### src/rtl/wb_swt_master.sv
// SWT bridge: takes request words from the DP0 FIFO, runs one Wishbone cycle, returns read data via DP1.
// Optional macro WB_SWT_ERR_REPORT_EN: err/timeout produces a {1, adr, 16'hDEAD} response word.
module wb_swt_master #(
    parameter int GpifWidth       = 32,
    parameter int FifoReadLatency = 2,
    parameter int WbTimeout       = 255
) (
    input  logic                 clk_i,
    input  logic                 rst_n_i,
    input  logic [GpifWidth-1:0] dp0_dt_i,
    input  logic                 dp0_epty_i,
    output logic                 dp0_rd_o,
    output logic [GpifWidth-1:0] dp1_dt_o,
    input  logic                 dp1_full_i,
    output logic                 dp1_wr_o,
    output logic                 wbm_cyc_o,
    output logic                 wbm_stb_o,
    output logic                 wbm_we_o,
    output logic [14:0]          wbm_adr_o,
    output logic [15:0]          wbm_dat_o,
    input  logic [15:0]          wbm_dat_i,
    input  logic                 wbm_ack_i,
    input  logic                 wbm_err_i,
    output logic                 busy_o,
    output logic [15:0]          trans_cnt_o,
    output logic [15:0]          err_cnt_o
);

    typedef enum logic [1:0] {IDLE, FETCH, WB_REQ, RESP} state_t;

    localparam logic [7:0] LatLast = 8'(FifoReadLatency - 1);
    localparam logic [7:0] TmoLast = 8'(WbTimeout - 1);

    state_t               state;
    state_t               state_next;
    logic                 run;
    logic [7:0]           lat_cnt;
    logic [7:0]           tmo_cnt;
    logic [GpifWidth-1:0] req_q;
    logic [GpifWidth-1:0] resp_q;
    logic [15:0]          trans_cnt;
    logic [15:0]          err_cnt;
    logic                 req_we;
    logic [14:0]          req_adr;
    logic [15:0]          req_dat;
    logic                 ack_term;
    logic                 fail_term;

    assign req_we  = req_q[31];
    assign req_adr = req_q[30:16];
    assign req_dat = req_q[15:0];

    // err outranks ack; timeout only when the slave stayed silent for the whole window
    always_comb begin
        ack_term  = 1'b0;
        fail_term = 1'b0;
        if (state == WB_REQ) begin
            ack_term  = !wbm_err_i && wbm_ack_i;
            fail_term = wbm_err_i || (!wbm_ack_i && tmo_cnt == TmoLast);
        end
    end

    always_ff @(posedge clk_i or negedge rst_n_i) begin
        if (!rst_n_i) state <= IDLE;
        else          state <= state_next;
    end

    always_comb begin
        state_next = state;
        dp0_rd_o   = 1'b0;
        dp1_wr_o   = 1'b0;
        case (state)
            IDLE: begin
                // run gates the read strobe until the first edge after reset release
                if (run && !dp0_epty_i) begin
                    dp0_rd_o   = 1'b1;
                    state_next = FETCH;
                end
            end
            FETCH: begin
                if (lat_cnt == LatLast) state_next = WB_REQ;
            end
            WB_REQ: begin
                if (ack_term) begin
                    state_next = req_we ? IDLE : RESP;
                end else if (fail_term) begin
`ifdef WB_SWT_ERR_REPORT_EN
                    state_next = RESP;
`else
                    state_next = IDLE;
`endif
                end
            end
            RESP: begin
                if (!dp1_full_i) begin
                    dp1_wr_o   = 1'b1;
                    state_next = IDLE;
                end
            end
            default: state_next = IDLE;
        endcase
    end

    always_ff @(posedge clk_i or negedge rst_n_i) begin
        if (!rst_n_i) begin
            run       <= 1'b0;
            lat_cnt   <= '0;
            tmo_cnt   <= '0;
            req_q     <= '0;
            resp_q    <= '0;
            trans_cnt <= '0;
            err_cnt   <= '0;
        end else begin
            run     <= 1'b1;
            lat_cnt <= (state == FETCH) ? lat_cnt + 8'd1 : '0;
            tmo_cnt <= (state == WB_REQ) ? tmo_cnt + 8'd1 : '0;
            if (state == FETCH && lat_cnt == LatLast) req_q <= dp0_dt_i;
            if (ack_term && !req_we) resp_q <= {1'b0, req_adr, wbm_dat_i};
`ifdef WB_SWT_ERR_REPORT_EN
            if (fail_term) resp_q <= {1'b1, req_adr, 16'hDEAD};
`endif
            if (ack_term || fail_term) trans_cnt <= trans_cnt + 16'd1;
            if (fail_term && err_cnt != '1) err_cnt <= err_cnt + 16'd1;
        end
    end

    assign wbm_cyc_o   = (state == WB_REQ);
    assign wbm_stb_o   = (state == WB_REQ);
    assign wbm_we_o    = req_we;
    assign wbm_adr_o   = req_adr;
    assign wbm_dat_o   = req_dat;
    assign dp1_dt_o    = resp_q;
    assign busy_o      = (state != IDLE);
    assign trans_cnt_o = trans_cnt;
    assign err_cnt_o   = err_cnt;

endmodule
### config.mk
export PLATFORM = sky130hd
export DESIGN_NAME = wb_swt_master
export DESIGN_NICKNAME = d
export VERILOG_FILES = /design/src/rtl/wb_swt_master.sv
export SDC_FILE = /design/constraint.sdc
export NUM_CORES = 1
export LEC_CHECK = 0
export CAP_MARGIN = 20
export CORE_UTILIZATION = 42
export DETAILED_ROUTE_END_ITERATION = 12
export GPL_ROUTABILITY_DRIVEN = 1
export GPL_TIMING_DRIVEN = 0
export HOLD_SLACK_MARGIN = 0.1
export PLACE_DENSITY_LB_ADDON = 0.08
export SYNTH_ARGS = -nofsm -noshare
export SYNTH_HDL_FRONTEND = slang
export SYNTH_SLANG_ARGS = --single-unit
### constraint.sdc
create_clock -name clk_i -period 1.7 [get_ports clk_i]
set_input_delay 0.17 -clock clk_i [delete_from_list [all_inputs] [get_ports clk_i]]
set_output_delay 0.17 -clock clk_i [all_outputs]
set_load 0.01 [all_outputs]
==> impl_metrics.ini, run 1 <==
[setup_path]
r2r_setup_slack_ns = -0.34
path_cells = inv_1, ha_2, or4b_4, nor4_4, nand2b_1, buf_6, buf_12, mux2_4
start_kind = flip-flop
rr_startpoint = lat_cnt[1]
critPathMaxFanout = 10
crit_path_end_kind = flip-flop
reg2reg_to = req_q[4]
cp-startpoint = lat_cnt[1]
path_class = flip-flop to flip-flop
cp.arrival_ns = 2.33
path_buf_inv = 3
path_delay_family = simple AND/OR/NAND/NOR gates
slowest_stage = or4b_4
cp.required_ns = 1.98
r2r_cells = 8
cp_slowest_stage_delay_ns = 0.47

[yosys]
yosys_most_used_dff = dfrtp_1
synth.area.top_cells = dfrtp_1, mux2_4, mux2_2
synth_top_area_share_pct = 58.3
ys_warn_count = 0
avgSynthCellArea_um2 = 13.5
ys_seq_area_share_pct = 58.3
synthCells = 363
yosysTopAreaCell = dfrtp_1
async_reset_ff_share_pct = 100
synth_edf_count = 0
syn_nets = 423
netlist_area_um2 = 4890
synthDistinctLibCells = 36
yosys_register_bits = 114

[run]
maxCapViolations = 0

[clocking]
htree_num_levels = 4
cts_buffers = 17
clockBufferDepth = 2
clk_latency_ns = 0.41
numClockSinks = 114
clk_pin_slew_ns = 0.05
cts_root_buffer = clkbuf_16
tritoncts = yes

[sta]
final-hold-violation-count = 0
min_period_over_period_pct = 120
rsz0062_at_grt = yes
setup_violations = 49
finalCriticalPeriod_ns = 2.04
maxSlewViolCount = 0
finalWorstSetupSlack_ns = -0.343
fmax_mhz = 489
clock_skew_ns = 0.00645

[pwr]
leakagePower_nw = 3.46
power_density_nw_per_um2 = 1560
switching_power_mw = 3.33
clkPwrFrac_pct = 28.2
seq_power_share_pct = 34.6
power_mw = 11.9
combPwrFrac_pct = 37.1
internal_power_mw = 8.55
peakVddDrop_uv = 1070
swShare_pct = 28.0

[run_status]
outcome = finished, violations left
violations = negative setup slack

[cells_and_area]
num-fill-cells = 900
syn_to_final_growth_pct = 55.4
diodes = 0
regArea_um2 = 2860
fin_nets = 616
multi_input_area_um2 = 2120
stdcell_count = 710
drive_above_1_share_pct = 30.5

[global_route]
grt_first_pass_wirelength_mm = 17.2
grt.overflow.total = 0
grt_max_degree = 89
grt_pass1_vias = 3561
grtUsageTotal_pct = 19.2
antenna_found_initial = 0

[routing]
first_iter_violations = 115
wire_per_inst_um = 15.7
drcViolationCount = 0
detail_route.wirelength_mm = 11.2
ant_nets = 0
vias = 3508
avgViaCountPerCell = 4.94
dr.pass1.iters = 4

[floorplanning]
die_y_um = 110
dieArea_um2 = 12100
core_um2 = 11400
rows = 39
die_width_um = 110
pin_count = 155
start_util_pct = 43.0

[placed_design]
hpwl_mm = 7.43
gp_congestion = 0.765
port_buffers = 153
dp.cells = 660

[worst_hold_path]
hold_path_class = input pin to asynchronous set/reset pin
==> worst max-delay path by stage <==
stage | cells after the start | end
final | 8 | req_q[4]
after global routing | 8 | req_q[4]
after CTS | 8 | req_q[4]
after detailed placement | 8 | req_q[27]
after global placement | 1 | err_cnt_o[0]
after floorplan | 8 | req_q[10]
==> power groups by stage <==
stage / Combinational (mW) / Sequential, mW / Clock, mW
after global routing: 4.71 / 4.24 / 3.55
after CTS: 4.32 / 4.11 / 3.43
final: 4.41 / 4.11 / 3.35
after global placement: 3.95 / 4.11 / 0
after floorplan: 1.55 / 4.43 / 0
after detailed placement: 4.02 / 4.14 / 0
==> area by class of cell <==
| type | instances | share of cell area, % |
|---|---|---|
| timing repair buffer | 174 | 22.7 |
| tap | 143 | 2.35 |
| clock buffer | 25 | 6.78 |
| clock inverter | 5 | 0.659 |
| sequential | 114 | 37.6 |
| buffer | 12 | 1.58 |
| inverter | 8 | 0.428 |
| multi-input combinational | 229 | 27.9 |
==> cell usage in the layout, fill, tap and decap left out, drive strengths merged, types with 11 or more instances in the layout <==
cell           instances
dfrtp                114
buf                   30
mux2                  66
nand3                 21
xor2                  17
clkbuf                31
nand4                 11
clkdlybuf4s50        147
xnor2                 22
nor2                  32
nand2                 13
==> metrics by stage <==
step,setup TNS [ns],cell area (um^2),setup WS [ns],hold WS (ns),util [%]
after global routing,-17.00,7600,-0.424,0.218,66.8
after CTS,-11.18,7470,-0.324,0.196,65.7
after global placement,-476.77,6620,-4.39,0.460,58.2
after floorplan,-6.99,4900,-0.228,-0.126,-
final,-11.97,7600,-0.343,0.202,66.8
after detailed placement,-25.80,6640,-0.403,0.0559,58.4
==> layer usage <==
metal  GRT usage [%]  share of wire (%)
met5               0                  0
met4            8.86                2.0
met3            6.99                6.1
met2            30.2                 49
met1            23.4                 42
==> synthesized netlist by cell type, types with 2 or more instances <==
cell type,n
buf_12,3
o21ai_0,2
nand3b_1,2
xor2_1,17
inv_1,8
clkbuf_1,5
nor2_1,32
a21oi_1,2
mux2_2,36
o21a_1,2
nor2b_1,3
conb_1,2
xnor2_1,22
and2_1,3
dfrtp_1,114
nand4_1,11
buf_4,2
nor3_1,4
and4_1,3
ha_1,6
nand2_1,13
mux2_4,30
mux2i_1,2
and3_1,5
nand3_1,21
nand2b_1,3
==> what timing repair did <==
item,in CTS,in global routing
pin swaps,20,27
setup endpoints to repair,91,63
hold buffers,1,0
endpoints found under the hold margin,114,0
resized for setup,48,30
setup buffers,16,6
cloned,1,0
==> flip-flops by register name (all words and copies together), names as in the netlist <==
name	count
tmo_cnt	8
lat_cnt	8
dp1_dt_o	31
trans_cnt_o	16
state	2
run	1
err_cnt_o	16
req_q	32
==> cell families after synthesis <==
group / share of synthesized area, %
adders and majority gates: 1.53
buffers and inverters: 2.87
and+or+nand+nor: 10.9
DFF: 58.3
muxes: 17.9
AOI/OAI and AO/OA: 1.28
other: 0.154
xor gates and xnor gates: 6.98
Power figures use the tool's default switching activity.
==> run 2, diff against run 1 <==
--- a/config.mk
+++ b/config.mk
@@ -5,7 +5,6 @@
 export SDC_FILE = /design/constraint.sdc
 export NUM_CORES = 1
 export LEC_CHECK = 0
-export CAP_MARGIN = 20
 export CORE_UTILIZATION = 42
 export DETAILED_ROUTE_END_ITERATION = 12
 export GPL_ROUTABILITY_DRIVEN = 1
==> results of run 2 <==
The final DEF is identical to that of run 1; final timing and power are the same.
